<file path="src/rtl/mips_isa_pkg.sv">
// MIPS subset ISA constants shared by the program loader and the control decoder.
// Holds opcode/funct codes, symbolic instruction kinds, loader FSM states and field packing helpers.
package mips_isa_pkg;

  localparam logic [5:0] OP_R   = 6'h00;
  localparam logic [5:0] OP_JAL = 6'h03;
  localparam logic [5:0] OP_BEQ = 6'h04;
  localparam logic [5:0] OP_ORI = 6'h0D;
  localparam logic [5:0] OP_LUI = 6'h0F;
  localparam logic [5:0] OP_LW  = 6'h23;
  localparam logic [5:0] OP_SW  = 6'h2B;

  localparam logic [5:0] FN_JR   = 6'h08;
  localparam logic [5:0] FN_ADDU = 6'h20;
  localparam logic [5:0] FN_SUBU = 6'h22;
  localparam logic [5:0] FN_XOR  = 6'h26;

  // Symbolic instruction kinds; codes 11..15 are illegal.
  localparam logic [3:0] KIND_NOP  = 4'd0;
  localparam logic [3:0] KIND_ADDU = 4'd1;
  localparam logic [3:0] KIND_SUBU = 4'd2;
  localparam logic [3:0] KIND_LW   = 4'd3;
  localparam logic [3:0] KIND_SW   = 4'd4;
  localparam logic [3:0] KIND_BEQ  = 4'd5;
  localparam logic [3:0] KIND_LUI  = 4'd6;
  localparam logic [3:0] KIND_ORI  = 4'd7;
  localparam logic [3:0] KIND_JAL  = 4'd8;
  localparam logic [3:0] KIND_JR   = 4'd9;
  localparam logic [3:0] KIND_XOR  = 4'd10;

  typedef enum logic [1:0] {
    ST_IDLE = 2'd0,
    ST_LOAD = 2'd1,
    ST_DONE = 2'd2
  } state_t;

  function automatic logic [31:0] r_type(input logic [4:0] rs, input logic [4:0] rt,
                                         input logic [4:0] rd, input logic [5:0] funct);
    return {OP_R, rs, rt, rd, 5'b0, funct};
  endfunction

  function automatic logic [31:0] i_type(input logic [5:0] op, input logic [4:0] rs,
                                         input logic [4:0] rt, input logic [15:0] imm);
    return {op, rs, rt, imm};
  endfunction

endpackage

</file>
<file path="src/rtl/instr_encode.sv">
// Combinational encoder from a symbolic instruction to its 32-bit MIPS word.
// Fields an instruction format does not use are forced to zero regardless of the inputs.
module instr_encode
  import mips_isa_pkg::*;
(
  input  logic [3:0]  kind,
  input  logic [4:0]  rs,
  input  logic [4:0]  rt,
  input  logic [4:0]  rd,
  input  logic [15:0] imm,
  input  logic [25:0] target,
  output logic [31:0] word,
  output logic        legal
);

  always_comb begin
    word  = 32'h0000_0000;
    legal = 1'b1;
    case (kind)
      KIND_NOP:  word = 32'h0000_0000;
      KIND_ADDU: word = r_type(rs, rt, rd, FN_ADDU);
      KIND_SUBU: word = r_type(rs, rt, rd, FN_SUBU);
      KIND_XOR:  word = r_type(rs, rt, rd, FN_XOR);
      KIND_JR:   word = {OP_R, rs, 15'b0, FN_JR};
      KIND_LW:   word = i_type(OP_LW, rs, rt, imm);
      KIND_SW:   word = i_type(OP_SW, rs, rt, imm);
      KIND_BEQ:  word = i_type(OP_BEQ, rs, rt, imm);
      KIND_ORI:  word = i_type(OP_ORI, rs, rt, imm);
      KIND_LUI:  word = i_type(OP_LUI, 5'b0, rt, imm);
      KIND_JAL:  word = {OP_JAL, target};
      default: begin
        word  = 32'h0000_0000;
        legal = 1'b0;
      end
    endcase
  end

endmodule

</file>
<file path="src/rtl/instr_loader.sv">
// Program-image writer: accepts symbolic instructions on a valid/ready port, encodes them and
// writes them into instruction memory at consecutive word addresses starting at BASE_ADDR.
module instr_loader
  import mips_isa_pkg::*;
#(
  parameter logic [31:0] BASE_ADDR = 32'h0000_3000,
  parameter int          DEPTH     = 1024,
  parameter int          CNT_W     = 11
) (
  input  logic             clk,
  input  logic             reset,
  input  logic             start,
  input  logic             finish,
  input  logic             in_valid,
  output logic             in_ready,
  input  logic [3:0]       in_kind,
  input  logic [4:0]       in_rs,
  input  logic [4:0]       in_rt,
  input  logic [4:0]       in_rd,
  input  logic [15:0]      in_imm,
  input  logic [25:0]      in_target,
  output logic             im_we,
  output logic [31:0]      im_addr,
  output logic [31:0]      im_wdata,
  output logic [CNT_W-1:0] count,
  output logic             busy,
  output logic             done,
  output logic             err
);

  localparam logic [CNT_W-1:0] FULL = CNT_W'(DEPTH);

  state_t      state;
  state_t      state_next;
  logic [31:0] enc_word;
  logic        enc_legal;
  logic        accept;
  logic        write_beat;
  logic        restart;

  instr_encode u_encode (
    .kind   (in_kind),
    .rs     (in_rs),
    .rt     (in_rt),
    .rd     (in_rd),
    .imm    (in_imm),
    .target (in_target),
    .word   (enc_word),
    .legal  (enc_legal)
  );

  always_ff @(posedge clk) begin
    if (reset) state <= ST_IDLE;
    else       state <= state_next;
  end

  always_comb begin
    state_next = state;
    case (state)
      ST_IDLE: if (start)  state_next = ST_LOAD;
      ST_LOAD: if (finish) state_next = ST_DONE;
      ST_DONE: if (start)  state_next = ST_LOAD;
      default:             state_next = ST_IDLE;
    endcase
  end

  always_comb begin
    busy     = (state == ST_LOAD);
    done     = (state == ST_DONE);
    in_ready = (state == ST_LOAD) && (count < FULL);
  end

  // Illegal beats still complete the handshake but only flag err; start inside LOAD is ignored.
  assign accept     = in_valid && in_ready;
  assign write_beat = accept && enc_legal;
  assign restart    = start && (state != ST_LOAD);

  always_ff @(posedge clk) begin
    if (reset) begin
      im_we    <= 1'b0;
      im_addr  <= BASE_ADDR;
      im_wdata <= 32'h0000_0000;
      count    <= '0;
      err      <= 1'b0;
    end else begin
      im_we <= write_beat;
      if (write_beat) begin
        im_addr  <= BASE_ADDR + (32'(count) << 2);
        im_wdata <= enc_word;
      end
      if (restart) begin
        count <= '0;
        err   <= 1'b0;
      end else begin
        if (write_beat)            count <= count + CNT_W'(1);
        if (accept && !enc_legal)  err   <= 1'b1;
      end
    end
  end

endmodule

</file>
<file path="config.mk">
export PLATFORM = sky130hd
export DESIGN_NAME = instr_loader
export DESIGN_NICKNAME = d
export VERILOG_FILES = /design/src/rtl/mips_isa_pkg.sv /design/src/rtl/instr_encode.sv /design/src/rtl/instr_loader.sv
export SDC_FILE = /design/constraint.sdc
export NUM_CORES = 1
export LEC_CHECK = 0
export ABC_CLOCK_PERIOD_IN_PS = 4100
export CAP_MARGIN = 20
export CORE_MARGIN = 8
export CORE_UTILIZATION = 35
export DETAILED_ROUTE_END_ITERATION = 10
export HOLD_SLACK_MARGIN = 0.08
export MAX_ROUTING_LAYER = met4
export PLACE_DENSITY = 0.8
export SYNTH_ARGS = -nofsm -noshare
export SYNTH_HDL_FRONTEND = slang
export SYNTH_HIERARCHICAL = 1
export SYNTH_SLANG_ARGS = --single-unit
export TNS_END_PERCENT = 50
</file>
<file path="constraint.sdc">
create_clock -name clk -period 4.1 [get_ports clk]
set_input_delay 0.615 -clock clk [delete_from_list [all_inputs] [get_ports clk]]
set_output_delay 0.615 -clock clk [all_outputs]
set_load 0.005 [all_outputs]
</file>
**Word level (Yosys, flattened, before mapping)**

Index checks and enable logic that the tools add are counted.

- Add/sub/neg operators: 2
- Multipliers: 0
- Divide/modulo/power cells: 0
- $lt $le $gt $ge: 1
- Eq/ne operators: 15
- Shifts and indexed selects: 0
- Multiplexer cells: 5
- Bitwise logic cells: 0
- Reduce and logical (&&, ||, !) cells: 12

Operators with widths:

| operator | count |
|---|---|
| $pmux 32 s10 | 1 |
| $eq 4x3->1 const B | 4 |
| $add 14x13->15 const A | 1 |
| $eq 4x4->1 const B | 3 |
| $add 11x1->11 const B | 1 |
| $lt 11x11->1 const B | 1 |
| $reduce_or 11->1 | 1 |
| $eq 4x2->1 const B | 2 |
| $logic_and 1x1->1 | 5 |
| $eq 4x1->1 const B | 1 |
| $logic_not 4->1 | 1 |
| $mux 2 | 2 |
| $ne 2x1->1 const B | 2 |
| $pmux 2 s2 | 1 |
| $reduce_or 2->1 | 2 |
| $eq 2x1->1 const B | 1 |
| $eq 2x2->1 const B | 1 |
| $logic_not 2->1 | 1 |
| $ne 2x2->1 const B | 1 |
| $reduce_and 2->1 | 1 |
| $logic_not 1->1 | 1 |
| $mux 1 | 1 |

- Register bits: 79
- Bits in latches: 0
- Memory bits (writable): 0
- Bits in read-only memories: 0
- Input bits: 66
- Output and inout port bits: 80
- Logic and storage cells: 41
- Memories kept: 0

**Depth between registers and ports, before layout**

Gate-level depths: netlist of run 1.

- Word-level depth: 5
- Gate-level depth with buffers: 9
- Gate-level depth less buffers: 6

**Cells and area by module**

The synthesis of run 1 kept the hierarchy.

Modules (own cells, without submodules):

| module | times used | cells an instance | area an instance (sq um) | sequential area each (sq um) |
|---|---|---|---|---|
| instr_loader | 1 | 286 | 2,337.2 | 1,181.1 |
| instr_encode | 1 | 85 | 589.3 | 0.0 |

**Least setup slack after synthesis of run 1**

No wires, ideal clock.

- Kind: input to register
- From: in in_kind[1]
- To: reg count[9]
- Library setup time: 0.123 ns
- Arrival: 2.080 ns
- Data required time: 3.977 ns
- Path slack: 1.896 ns
- Stages on the path: 8
- Path buffers: 2
- Cell sequence: buf_6 a21oi_1 nand2b_1 nand4b_4 nand2b_4 buf_6 nor4_4 mux2_1

- Longest elaborated chain between the ends: 4
- Elaborated cells between the ends (all ways): 14
- Those cells by class: eq/ne: 10; mux: 1; reduce/logical: 3

RTL lines:

| item | RTL line | RTL |
|---|---|---|
| from (decl) | instr_loader.sv:16 | `input logic [3:0] in_kind,` |
| $eq 4x1->1 (tied with other cells) | instr_encode.sv:19 | `case (kind)` |
| $reduce_or 11->1 (no source line) (*) | - |  |
| $mux 1 (*) | instr_encode.sv:19 |  |
| net enc_legal | instr_loader.sv:36 | `logic enc_legal;` |
| $logic_and 1x1->1 (*) | instr_loader.sv:75 | `assign write_beat = accept && enc_legal;` |
| to (signal assigned) | instr_loader.sv:95 | `if (write_beat) count <= count + CNT_W'(1);` |
| to (decl) | instr_loader.sv:25 | `output logic [CNT_W-1:0] count,` |

The timed path passes the listed nets; every way through them passes the cells marked *.
A chain may end at the register's enable or synchronous reset.

**Final worst setup path of run 1**

- From: in in_kind[2]
- To: reg count[9]

The elaborated chain is that of the path after synthesis.

==> run metrics, run 1 <==
# nets final 552; Syn Area/Cell 7.888 um^2; Detail Route Antenna Nets 0; max_cap viols 0; clk_lat worst skew 0.33 ns; # DRC 0; multi-input combinational cell area 0.001490 mm^2; drt first pass iters 4; clock root cell clkbuf_8; power per cell area 286.6 mW/mm^2; clock buffer count from CTS 9; most frequent cells in the layout 125 x clkdlybuf4s50_1, 98 x nand2_1, 59 x dfxtp_1, 48 x a21oi_1, 21 x nor2_1; synth unique cells 41; most common cell after layout, fill and taps aside clkdlybuf4s50_1; Post-synth EDFFs 0; Cell Area, Placed 0.004115 mm^2; total track usage 0.1567; die height 107.4 um; LEAKAGE 1.539 nW; NetSw 298.1 uW; layout cells sized above 1 0.04898; vias in the first global route 2,926; area leader, netlist dfxtp_1; final non-filler cell area 0.004288 mm^2; prevailing post-synth register cell dfxtp_1; largest cells by area after synthesis dfxtp_1 40%, nand2_1 13%, a21oi_1 8.2%, buf_4 5.9%, a22o_1 3.6%; Reg power frac 0.477; Comb pwr share 0.144; critical path capture point type flip-flop; Worst Path Max Fanout 45; Setup Buffers After CTS 0; Final Wtd Congestion 0.7934; core region area 0.008175 mm^2; Setup WS post-layout 1.232 ns; Register Area 0.001181 mm^2; switching share of total power 0.2426; HPWL after DPL 6719 um; number of warnings issued by yosys 6; Tmin final 2.868 ns; IO Count 146; maximum VDD drop 0.1382 mV; clock skew 0.003832 ns; Worst slew margin 0.3478; Worst-path clk slew 0.06 ns; wire per inst 14.62 um; Clock power frac 0.379; Pint 930.7 uW; Critical Path Source Type primary input; Post-Syn Area 0.002927 mm^2; Final Setup Violations 0; pre-CTS setup slack 0.8591 ns; RSZ-0062 raised after global routing false; routed vias/inst 4.820; DRT iter0 DRCs 112; Routed Wire Length 8699 um; fmax 348.7 MHz; Hold Vio Cnt, Final 0; H-tree levels 3; asr flop ratio synth 0; Power, Total 1.229 mW; flops & latches, synth 59; Slew @ Worst Pin 0.9747 ns; Max Slew Vio Count 0; Worst Hold Depth 2; Syn-to-layout area delta 46.52%; Reg2Reg Depth 4; Starting Density 0.3580; CTS sink count 59; initial antenna violation count 0; largest net degree at the start of global routing 49; Seq/Total Area, Yosys 0.4036; Fill cells 775; worst path arrival time 3.09 ns; CTS Buffer Depth 2; Setup Crit Path Kind in2reg; Hold WC Path Type reg2reg; Overflow after GRT 0; die width 107.4 um; first-pass GRT wire length 14,050 um; TritonCTS clock tree done; hold_buf cts 0; row cnt 33; IO buf count 126; number of diodes 0; Final TNS setup 0 ns; final period utilization 0.6995; status completed; Resize count post-CTS 0; cell count after synthesis 371; Crit path required time 4.32 ns; Synth top area share 0.4036; via count 2,868; total die area 0.01154 mm^2
[logic make-up (layout without fill, tap and decap cells)]
kind of cell / Yosys count / in the layout / synth area share
AND/OR/NAND/NOR: 162 / 162 / 0.2612
AO/OA/AOI/OAI: 83 / 83 / 0.1817
flip-flops: 59 / 59 / 0.4036
buffers and inverters: 53 / 154 / 0.1120
XOR/XNOR: 8 / 8 / 0.02394
multiplexers: 3 / 3 / 0.01069
other: 2 / 20 / 0.002566
adder cells (fa/ha/maj): 1 / 1 / 0.004275
[final timing paths]
| check | start | endpoint | slack (ns) |
|---|---|---|---|
| setup / recovery | in_kind[2] | count[9]$_SDFFE_PP0P_ | 1.23 |
| hold / removal | im_addr[10]$_SDFFE_PP0P_ | im_addr[10]$_SDFFE_PP0P_ | 0.45 |
| setup reg to reg | state[0]$_SDFFE_PP0P_ | count[9]$_SDFFE_PP0P_ | 2.22 |
| hold reg to reg | im_addr[10]$_SDFFE_PP0P_ | im_addr[10]$_SDFFE_PP0P_ | 0.45 |
[registers in the layout, summed over array words and instances, names as in the netlist]
signal / count
count: 11
err: 1
im_addr: 12
im_wdata: 32
im_we: 1
state: 2
[cells in the mapped netlist, types with 2 or more instances]
library cell	number
a221o_1	7
o2bb2ai_1	2
a22o_1	12
nor3_1	2
nand3_1	10
nand2_1	98
nor2_2	2
a21oi_1	48
conb_1	2
dfxtp_1	59
nor3b_1	2
clkbuf_1	7
xnor2_1	8
and2_1	5
nor4_1	4
buf_4	23
nor2b_1	4
mux2i_1	2
buf_2	10
or3_1	3
a21o_1	2
buf_6	4
nor2_1	21
nand2b_1	4
inv_1	9
o21ai_0	6
[layer usage]
metal  vias to the layer above  global-route usage  wire length, um
met5                         -                   -                0
met4                         0             0.04460               93
met1                      1319              0.1678             3600
met2                       101              0.2648             4296
li1                       1435                   -                -
met3                        13             0.05928              709
[per-stage QoR]
step                        util  hold slack [ns]  cells
after CTS                 0.5245           0.4555    595
after floorplan                -           0.4527    389
final                     0.5245           0.4500    595
after detailed placement  0.5034           0.4471    579
after global placement    0.5034           0.4413    579
after global routing      0.5245           0.4759    595
[cell type report]
class	instances	area share
Multi-Input combinational cell	277	0.3475
Timing Repair Buffer	129	0.2982
Sequential cell	59	0.2755
Clock buffer	14	0.03793
Tap cell	105	0.03064
Inverter	9	0.007879
Clock inverter	2	0.002334
[power by group through the flow]
stage	Clock [mW]	Sequential [mW]	Combinational, mW
5_1_grt	0.509	0.587	0.194
6_report	0.466	0.586	0.177
4_1_cts	0.481	0.586	0.177
3_3_place_gp	0	0.598	0.174
2_1_floorplan	0	0.598	0.0975
3_5_place_dp	0	0.599	0.177
[worst max-delay path, cell delays in order]
cell and delay (ns):
clkdlybuf4s50_1 0.65, a21oi_1 0.26, nand2b_1 0.22, nand4b_4 0.20, nand2b_4 0.44, nor4_4 0.36, mux2_1 0.33
(Power assumes the default switching activity.)
==> inputs of run 2 (changes only) <==
ABC_CLOCK_PERIOD_IN_PS = 2450   (was 4100)
PLACE_DENSITY = 0.83   (was 0.8)
clock period = 2.45 ns   (was 4.1 ns; I/O delays follow)
==> run 2 against run 1 <==
Clock skew increased by 0.0046 ns; critical path type is now reg2out; cell count increased by 1.3%; worst setup slack got worse by 0.90 ns; largest power group unchanged; via count rose by 2.8%; count of clock-buffer cells in the layout shrank 1; global-route usage increased by 0.21 points; sequential share of layout area shrank 0.64 points; cell area increased by 2.4%; worst hold slack improved by 0.0031 ns; critical path depth down 4; largest cell class unchanged; flip-flop and latch count is the same; register-to-register slack worse by 1.3 ns.
==> run metrics, run 2 (synthesized netlist as in run 1, its figures left out) <==
Worst-path clk slew 0.07 ns (about the same); H-tree levels 3 (unchanged); Syn-to-layout area delta 49.98%; max_cap viols 0 (unchanged); Crit path required time 2.08 ns (-2.24 ns); Setup WS post-layout 0.3347 ns (-0.8973 ns); Hold Vio Cnt, Final 0 (unchanged); final period utilization 0.8634; most common cell after layout, fill and taps aside clkdlybuf4s50_1; Final Wtd Congestion 0.7826 (-1.4%); number of diodes 0 (unchanged); drt first pass iters 4 (unchanged); clock root cell clkbuf_8; final cell count without fillers 603 (+1.3%); # DRC 0 (unchanged); Max Slew Vio Count 0 (unchanged); pre-CTS setup slack 0.2046 ns (-0.6546 ns); worst hold margin 0.4531 ns (+0.003110 ns); routed vias/inst 4.889 (+1.4%); row cnt 33 (unchanged); Reg with most FFs im_wdata; critical path capture point type output port; vias in the first global route 2,953 (+0.92%); most frequent cells in the layout 125 x clkdlybuf4s50_1, 98 x nand2_1, 59 x dfxtp_1, 48 x a21oi_1, 21 x nor2_1; total track usage 0.1588 (+0.002083); final non-filler cell area 0.004389 mm^2 (+2.4%); Worst Path Max Fanout 4 (-91%); clock buffer count from CTS 9 (unchanged); final core occ 0.5369 (+0.01240); Tmin final 2.115 ns; largest net degree at the start of global routing 48 (-2.0%); multi-input combinational cell area 0.001490 mm^2 (unchanged); clk_lat worst skew 0.34 ns (about the same); Overflow after GRT 0 (unchanged); status completed; Final TNS setup 0 ns (unchanged); Hold WC Path Type reg2reg; Critical Path Source Type flip-flop; Detail Route Antenna Nets 0 (unchanged); first-pass GRT wire length 14,260 um (+1.5%); IO buf count 126 (unchanged); max reg flops 32 (unchanged); Register Area 0.001181 mm^2 (unchanged); IO Count 146 (unchanged); via count 2,948 (+2.8%); core region area 0.008175 mm^2 (unchanged); die height 107.4 um (unchanged); power per cell area 494.3 mW/mm^2 (+72%); Final Setup Violations 0 (unchanged); CTS sink count 59 (unchanged); clock skew 0.008389 ns (+0.004557 ns); RSZ-0062 raised after global routing false; HPWL after DPL 6820 um (+1.5%); Routed Wire Length 8779 um (+0.92%); Starting Density 0.3580 (unchanged); fmax 472.7 MHz; CTS Buffer Depth 2 (unchanged); # nets final 561 (+1.6%); hold_buf cts 0 (unchanged); Fill cells 736 (-5.0%); Top Registers im_wdata: 32 flops, im_addr: 12 flops, count: 11 flops; Resize count post-CTS 0 (unchanged); layout cells sized above 1 0.06627 (+0.01729); DRT iter0 DRCs 94 (-16%); Power, Total 2.170 mW (+77%); Setup Crit Path Kind reg2out; initial antenna violation count 0 (unchanged); maximum VDD drop 0.2128 mV (+54%); total die area 0.01154 mm^2 (unchanged); worst path arrival time 1.75 ns (-1.34 ns); placed cells 588 (+1.6%); LEAKAGE 1.595 nW (+3.6%); Setup Buffers After CTS 0 (unchanged); Cell Area, Placed 0.004195 mm^2 (+1.9%); TritonCTS clock tree done; die width 107.4 um (unchanged); wire per inst 14.56 um (-0.42%)
==> run 2: changes by cell type in the layout (fill, tap and decap cells not counted) <==
cell       before  now
buf_4           3   11
buf_12          0    1
bufinv_16       0    1
clkbuf_1        3    2
clkinv_2        2    1
==> run 2: path summary, 6_finish.rpt <==
path         slack [ns]                       to               startpoint  cells after the start
max                0.33                 in_ready    state[0]$_SDFFE_PP0P_                      3
min                0.45  im_addr[4]$_SDFFE_PP0P_  im_addr[4]$_SDFFE_PP0P_                      2
max reg2reg        0.88    count[9]$_SDFFE_PP0P_    count[2]$_SDFFE_PP0P_                      3
min reg2reg        0.45  im_addr[4]$_SDFFE_PP0P_  im_addr[4]$_SDFFE_PP0P_                      2
==> run 2: power breakdown <==
group | switching, mW | internal [mW] | total [mW]
combinational | 0.133 | 0.176 | 0.309
sequential | 0.00831 | 0.972 | 0.980
clock | 0.362 | 0.519 | 0.880
==> run 2: layout make-up <==
class | instances | area share
clock buffers | 13 | 0.03620
repair buffers | 138 | 0.3096
clock inverters | 2 | 0.007982
inverters | 9 | 0.007697
multi-input cells | 277 | 0.3395
well taps | 105 | 0.02993
flip-flops and latches | 59 | 0.2691
==> run 2: worst max-delay path, cell delays in order, from the launching register on <==
cell	delay [ns]
dfxtp_1	0.42
or2b_1	0.30
nor2_1	0.15
clkdlybuf4s50_1	0.55
==> run 2: per-layer routing <==
metal,vias up,global-route usage,routed length [um],part of all wire
li1,1452,-,-,-
met1,1353,0.1718,3525,0.40
met2,132,0.2635,4347,0.50
met3,11,0.06108,797,0.091
met4,0,0.04955,109,0.012
met5,-,-,0,0
==> inputs of run 3 (changes only) <==
CELL_PAD_IN_SITES_DETAIL_PLACEMENT = 1   (was default)
CELL_PAD_IN_SITES_GLOBAL_PLACEMENT = 1   (was default)
CORE_UTILIZATION = 25   (was 35)
PLACE_DENSITY = 0.85   (was 0.83)
==> run 3 against run 2 <==
Power up 30%; critical path depth unchanged; cell area up 4.9%; combinational power up 3%; critical path type unchanged.
==> run metrics, run 3 (synthesized netlist as in run 1, its figures left out) <==
clock root cell clkbuf_16; CTS Buffer Depth 2 (unchanged); critical path capture point type output port; Final Setup Violations 0 (unchanged); maximum VDD drop 0.3717 mV (+75%); worst flop-to-flop path startpoint count[2]$_SDFFE_PP0P_; initial antenna violation count 0 (unchanged); Overflow after GRT 0 (unchanged); hold_buf cts 0 (unchanged); NetSw 587.3 uW (+17%); clk_lat worst skew 0.33 ns (about the same); placed cells 626 (+6.5%); Critical Path Source Type flip-flop; power per cell area 610.6 mW/mm^2 (+24%); status completed; Syn-to-layout area delta 57.33%; CTS sink count 59 (unchanged); die width 124.2 um (+16%); Resize count post-CTS 0 (unchanged); clock buffer count from CTS 9 (unchanged); layout cells sized above 1 0.07214 (+0.005879); Routed Wire Length 10,600 um (+21%); core region area 0.01142 mm^2 (+40%); Setup Buffers After CTS 0 (unchanged); Reg power frac 0.349 (-0.103); Reg with most FFs im_wdata; Max Slew Vio Count 0 (unchanged); final period utilization 0.8730 (+0.009653); first-pass GRT wire length 16,570 um (+16%); row cnt 39 (+18%); total die area 0.01542 mm^2 (+34%); LEAKAGE 1.673 nW (+4.9%); clock skew 0.005672 ns (-0.002717 ns); Final TNS setup 0 ns (unchanged); switching share of total power 0.2089 (-0.02292); Worst Path Max Fanout 4 (unchanged); fmax 467.5 MHz (-1.1%); # nets final 561 (unchanged); largest net degree at the start of global routing 45 (-6.3%); start point of the critical path state[0]$_SDFFE_PP0P_; Setup Crit Path Kind reg2out; IO Count 146 (unchanged); Pint 2.224 mW (+33%); RSZ-0062 raised after global routing false; total track usage 0.1434 (-0.01545); # DRC 0 (unchanged); final non-filler cell area 0.004604 mm^2 (+4.9%); Crit path required time 2.08 ns (about the same); Hold WC Path Type in2reg; most frequent cells in the layout 125 x clkdlybuf4s50_1, 98 x nand2_1, 59 x dfxtp_1, 48 x a21oi_1, 21 x nor2_1; worst path arrival time 1.77 ns (+0.02 ns); Power, Total 2.812 mW (+30%); Worst Hold Launch reset; die height 124.2 um (+16%); Cell Area, Placed 0.004243 mm^2 (+1.1%); final cell count without fillers 642 (+6.5%); Starting Density 0.2563 (-0.1017); Tmin final 2.139 ns (+0.02365 ns); pre-CTS setup slack 0.08003 ns (-0.1245 ns); IO buf count 126 (unchanged); routed vias/inst 4.650 (-4.9%); Setup WS post-layout 0.3110 ns (-0.02365 ns); Comb pwr share 0.114 (-0.028); H-tree levels 3 (unchanged); DRT iter0 DRCs 115 (+22%); Clock power frac 0.537 (+0.131); Detail Route Antenna Nets 0 (unchanged); Hold Vio Cnt, Final 0 (unchanged); vias in the first global route 3,273 (+11%); HPWL after DPL 8218 um (+21%); Worst-path clk slew 0.05 ns (-0.02 ns); via count 2,985 (+1.3%); wire per inst 16.52 um (+13%); TritonCTS clock tree done; Top Registers im_wdata: 32 flops, im_addr: 12 flops, count: 11 flops; most common cell after layout, fill and taps aside clkdlybuf4s50_1; number of diodes 0 (unchanged); max_cap viols 0 (unchanged); max reg flops 32 (unchanged); Final Wtd Congestion 0.7636 (-2.4%); drt first pass iters 7 (+3)
==> run 3: changes by cell type in the layout (fill, tap and decap cells not counted), sizes merged <==
cell,before,now
bufinv,1,3
clkbuf,13,12
==> run 3: final cells by class <==
cell class / instances / area (um^2)
Timing Repair Buffer: 138 / 1359
Clock inverter: 4 / 95.09
Tap cell: 143 / 178.9
Inverter: 9 / 33.78
Clock buffer: 12 / 266.5
Fill cell: 1378 / 6814
Multi-Input combinational cell: 277 / 1490
Sequential cell: 59 / 1181
==> run 3: power by group through the flow <==
| stage | clock network, mW | registers [mW] | logic [mW] |
|---|---|---|---|
| after global placement | 0 | 1.00 | 0.310 |
| final | 1.51 | 0.982 | 0.319 |
| after floorplan | 0 | 1.00 | 0.163 |
| after global routing | 1.59 | 0.983 | 0.348 |
| after detailed placement | 0 | 1.00 | 0.320 |
| after CTS | 1.55 | 0.982 | 0.323 |
==> run 3: worst paths after layout <==
path / endpoint / slack, ns / depth (start not counted)
hold reg to reg: im_wdata[1]$_SDFFE_PP0P_ / 0.45 / 2
setup reg to reg: count[9]$_SDFFE_PP0P_ / 0.87 / 3
setup / recovery: in_ready / 0.31 / 3
hold / removal: state[1]$_SDFFE_PP0P_ / 0.40 / 2
==> run 3: routing by layer <==
layer | global-route usage | wire (um) | up-vias
met5 | - | 0 | -
met4 | 0.03420 | 87 | 0
met3 | 0.06120 | 959 | 13
met2 | 0.2508 | 5465 | 110
met1 | 0.1452 | 4090 | 1411
li1 | - | - | 1451
==> run 3: worst max-delay path: stages, from the launching register on <==
cell,delay [ns]
dfxtp_1,0.43
or2b_1,0.30
nor2_1,0.18
clkdlybuf4s50_1,0.54
==> run 3: stage by stage <==
| step | util | hold WS [ns] |
|---|---|---|
| 2_1_floorplan | - | 0.4527 |
| 3_3_place_gp | 0.3716 | 0.4424 |
| 3_5_place_dp | 0.3716 | 0.4498 |
| 4_1_cts | 0.4032 | 0.3959 |
| 5_1_grt | 0.4032 | 0.4081 |
| 6_report | 0.4032 | 0.4039 |
==> patch 1, RTL diff (flow settings as in run 2) <==
Set the parameter `CNT_W` to 22 (it was 11).
--- a/src/rtl/instr_loader.sv
+++ b/src/rtl/instr_loader.sv
@@ -5,7 +5,7 @@
 #(
   parameter logic [31:0] BASE_ADDR = 32'h0000_3000,
   parameter int          DEPTH     = 1024,
-  parameter int          CNT_W     = 11
+  parameter int          CNT_W     = 22
 ) (
   input  logic             clk,
   input  logic             reset,
Ports: changed (resized count); port bits go from 146 to 157. The function was not compared with the original's and may differ.
==> patch 1 against run 2 <==
Clock skew rose by 2.6 ps. Sequential cell count rose by 22. Power rose by 24%. Setup slack got worse by 210 ps. Design area rose by 23%. Critical path depth rose by 2. Maximum frequency fell by 9.1%. Non-clock buffer count rose by 27. Area after synthesis rose by 22%. Routed wire length rose by 26%.
==> patch 1: results (changes against run 2) <==
critical path peak fanout 5 (+1); final net count 642 (+14%); Worst EP arrival 1960 ps (+210 ps); biggest regs im_wdata: 32 flops, im_addr: 23 flops, count: 22 flops; 1st-iter DRT viols 247 (+160%); vias in the first global route 3569 (+21%); fill count 968 (+32%); clk_skew 10.99 ps (+2.601 ps); top cells by instance count after synthesis nand2_1 (99), dfxtp_1 (81), a21oi_1 (58); Placed Cells incl. Taps 695 (+18%); global-route usage over all layers 16.32% (+0.44 points); Lkg Pwr 1.945 nW (+22%); ranking of synthesized cells by area dfxtp_1 (45%), nand2_1 (10%), a21oi_1 (8.1%), and2_1 (4.6%), a22o_1 (2.9%); CTS clk-pin slew, worst paths 90 ps (+20 ps); HPWL Detailed 8559 um (+25%); status completed; sequential cell area fraction in the yosys report 45.41% (+5.1 points); IO buf count 147 (+17%); Place WS 12.29 ps (-192.3 ps); Sequential Area 1622 um^2 (+37%); GPL Wtd Cong 0.7840 (+0.18%); post-synth cell types 44 (+7.3%); total CTS buffers 9 (unchanged); worst min path class in2reg; dpl cell area 5156 um^2 (+23%); global-route wire length before repair 17020 um (+19%); vias per cell 4.982 (+1.9%); fin cells 714 (+18%); largest net degree at the start of global routing 38 (-21%); layout cells sized above 1 7.439% (+0.81 points); Setup violations, final 0 (unchanged); drt wl/cell 15.51 um (+6.5%); Mean Syn Cell Area 8.402 um^2 (+6.5%)
patch 1: cell types whose count changed in the layout (fill, tap and decap cells not counted), moves of 3 or more:
cell	change
a21oi_1	+10
and2_1	+21
and4_1	+3
buf_4	+5
clkdlybuf4s50_1	+21
conb_1	-10
dfxtp_1	+22
nand4_1	+4
nor2_1	-9
nor4_1	-4
o21ai_0	+3
o31ai_1	+7
or4_1	+7
xnor2_1	-7
patch 1: area by class of cell:
class                      instances  share of cell area [%]
timing repair buffer             165                   30.18
tap                              136                   3.157
clock buffer                      10                   2.553
sequential                        81                   30.08
inverter                           9                  0.6267
clock inverter                     6                   1.370
multi-input combinational        307                   32.03
patch 1: timing repair:
action / CTS / global route
endpoints found under the setup margin: 0 / 1
setup buffers: 0 / 3
resized for setup: 0 / 0
patch 1: kinds of logic after synthesis:
| logic type | Yosys count | synth area share (%) |
|---|---|---|
| AOI/OAI and AO/OA | 106 | 18.89 |
| xor gates and xnor gates | 1 | 0.2453 |
| adders and majority gates | 3 | 1.051 |
| buffers and inverters | 45 | 7.113 |
| DFF | 81 | 45.41 |
| muxes | 2 | 0.5606 |
| other | 2 | 0.2103 |
| and+or+nand+nor | 185 | 26.52 |
patch 1: path summary, 6_finish.rpt:
check / slack [ps] / cells past startpoint / start / end
worst min-delay path: 370 / 2 / reset / im_addr[5]
worst min register to register: 460 / 2 / im_wdata[27] / im_wdata[27]
worst max register to register: 400 / 9 / count[11] / count[3]
worst max-delay path: 120 / 5 / count[11] / in_ready
patch 1: metal layers:
metal	vias up	part of all wire [%]	track usage, %
li1	1745	-	-
met4	0	1.4	3.925
met1	1649	42	17.47
met3	19	7.5	5.233
met2	144	50	28.72
met5	-	0	-
patch 1: critical path: stages (launching register included):
cell             delay [ps]
dfxtp_1                 360
inv_1                    70
ha_1                    140
nor4b_4                 250
and4_1                  290
clkdlybuf4s50_1         520
patch 1: where the power goes:
group	total, mW	leakage, nW	internal [mW]	switching, mW
logic	0.324	1.19	0.184	0.141
clock network	1.04	0.101	0.511	0.525
registers	1.34	0.654	1.33	0.00871
total	2.70	1.94	2.02	0.675
==> patch 2, RTL diff (settings of run 2) <==
Made on the original files. Encoding of `state_t`: now one-hot (3 bits for 3 states).
--- a/src/rtl/mips_isa_pkg.sv
+++ b/src/rtl/mips_isa_pkg.sv
@@ -28,10 +28,10 @@
   localparam logic [3:0] KIND_JR   = 4'd9;
   localparam logic [3:0] KIND_XOR  = 4'd10;
 
-  typedef enum logic [1:0] {
-    ST_IDLE = 2'd0,
-    ST_LOAD = 2'd1,
-    ST_DONE = 2'd2
+  typedef enum logic [2:0] {
+    ST_IDLE = 3'b001,
+    ST_LOAD = 3'b010,
+    ST_DONE = 3'b100
   } state_t;
 
   function automatic logic [31:0] r_type(input logic [4:0] rs, input logic [4:0] rt,
Check against the original RTL: no difference found for any inputs over 10 cycles, from zero or initial values and one cycle with reset high; not proved beyond that.
==> patch 2 against run 2 <==
Power decreased by 4.0%. Setup slack lost 140 ps. Critical endpoint unchanged. Area after synthesis grew 11%. Design area grew 6.2%. Largest power group unchanged. Sequential cell count increased by 1. Sequential share of layout area fell by 1.2 points. Routed wire length is 25% higher. Synthesized cell count up 8.1%. Non-clock buffer count increased by 5.
==> patch 2: results (changes against run 2) <==
largest net degree at the start of global routing 55 (+15%); top cells by instance count after synthesis dfxtp_1 (60), a21oi_1 (53), nand3_1 (52), o21ai_0 (52), buf_4 (23); Place WS 189.2 ps (-15.32 ps); final net count 583 (+3.9%); dpl cell area 4493 um^2 (+7.1%); HPWL Detailed 8216 um (+20%); drt wl/cell 17.36 um (+19%); Mean Syn Cell Area 8.103 um^2 (+2.7%); GPL Wtd Cong 0.8537 (+9.1%); sequential cell area fraction in the yosys report 36.97% (-3.4 points); ranking of synthesized cells by area dfxtp_1 (37%), a21oi_1 (8.2%), nand3_1 (8.0%), o21ai_0 (8.0%), buf_4 (5.3%); Worst EP arrival 1880 ps (+130 ps); fill count 889 (+21%); worst vdd ir 0.2501 mV (+18%); number of vias in the routed layout 3455 (+17%); Lkg Pwr 1.594 nW (about the same); status completed; global-route usage over all layers 17.17% (+1.3 points); Async SR Flop Fraction 0% (unchanged); post-synth cell types 47 (+15%); Placed Cells incl. Taps 616 (+4.8%); H-tree level count 3 (unchanged); Final Cell Area 4663 um^2 (+6.2%); worst skew pair latency 320 ps (-20 ps); layout cells sized above 1 7.500% (+0.87 points); 1st-iter DRT viols 149 (+59%); Routed Wire Length 10960 um (+25%); global-route wire length before repair 17280 um (+21%); critical path peak fanout 14 (+10); clk_skew 7.239 ps (-1.150 ps); biggest regs im_wdata: 32 flops, im_addr: 12 flops, count: 11 flops; clk root buf clkbuf_8
patch 2: cell types whose count changed after synthesis, sizes merged, moves of 5 or more:
cell	change
nand2	-87
clkbuf	+15
nand3	+42
nor2	-14
o21ai	+46
a211o	+5
o211ai	+7
mux2i	+6
a21oi	+5
xnor2	-8
patch 2: logic make-up after synthesis:
logic type / count (synthesis) / share of synthesized area [%]
buf+inv: 66 / 11.71
mux: 8 / 2.464
other cells: 2 / 0.2311
compound gates: 149 / 28.15
flops: 60 / 36.97
simple gates: 115 / 20.10
fa+ha+maj: 1 / 0.3850
patch 2: timing repair:
action	in CTS	in global routing
setup endpoints to repair	0	2
gates resized for setup	0	1
buffers inserted	0	0
patch 2: cell type report:
cell class                      instances  area share (%)
Clock buffer                           11           3.032
Clock inverter                          4          0.5635
Inverter                                9          0.7244
Tap cell                              111           2.978
Sequential cell                        60           25.76
Timing Repair Buffer                  143           29.68
Multi-Input combinational cell        293           37.27
patch 2: worst paths after layout:
kind	cells past startpoint	to	start	slack, ps
worst max-delay path	3	in_ready	state[1]	200
worst max register to register	4	count[4]	state[1]	420
worst min register to register	2	im_wdata[0]	im_wdata[0]	470
worst min-delay path	2	im_wdata[0]	im_wdata[0]	470
patch 2: critical path: stages, from the launching register on:
cell and delay, ps:
dfxtp_1 440, or3b_4 500, nor2_1 110, clkdlybuf4s50_1 500
patch 2: power breakdown:
part           internal, mW  switching [mW]  leakage [nW]  total (mW)
registers             0.980         0.00605         0.484       0.986
clock network         0.388           0.388        0.0852       0.776
logic                 0.164           0.158          1.03       0.322
patch 2: metal layers:
layer | wire [um] | vias to the layer above | GRT usage (%)
met5 | 0 | - | -
met4 | 218 | 0 | 6.205
met3 | 771 | 17 | 4.455
met1 | 4581 | 1634 | 19.91
met2 | 5385 | 142 | 28.14
li1 | - | 1662 | -
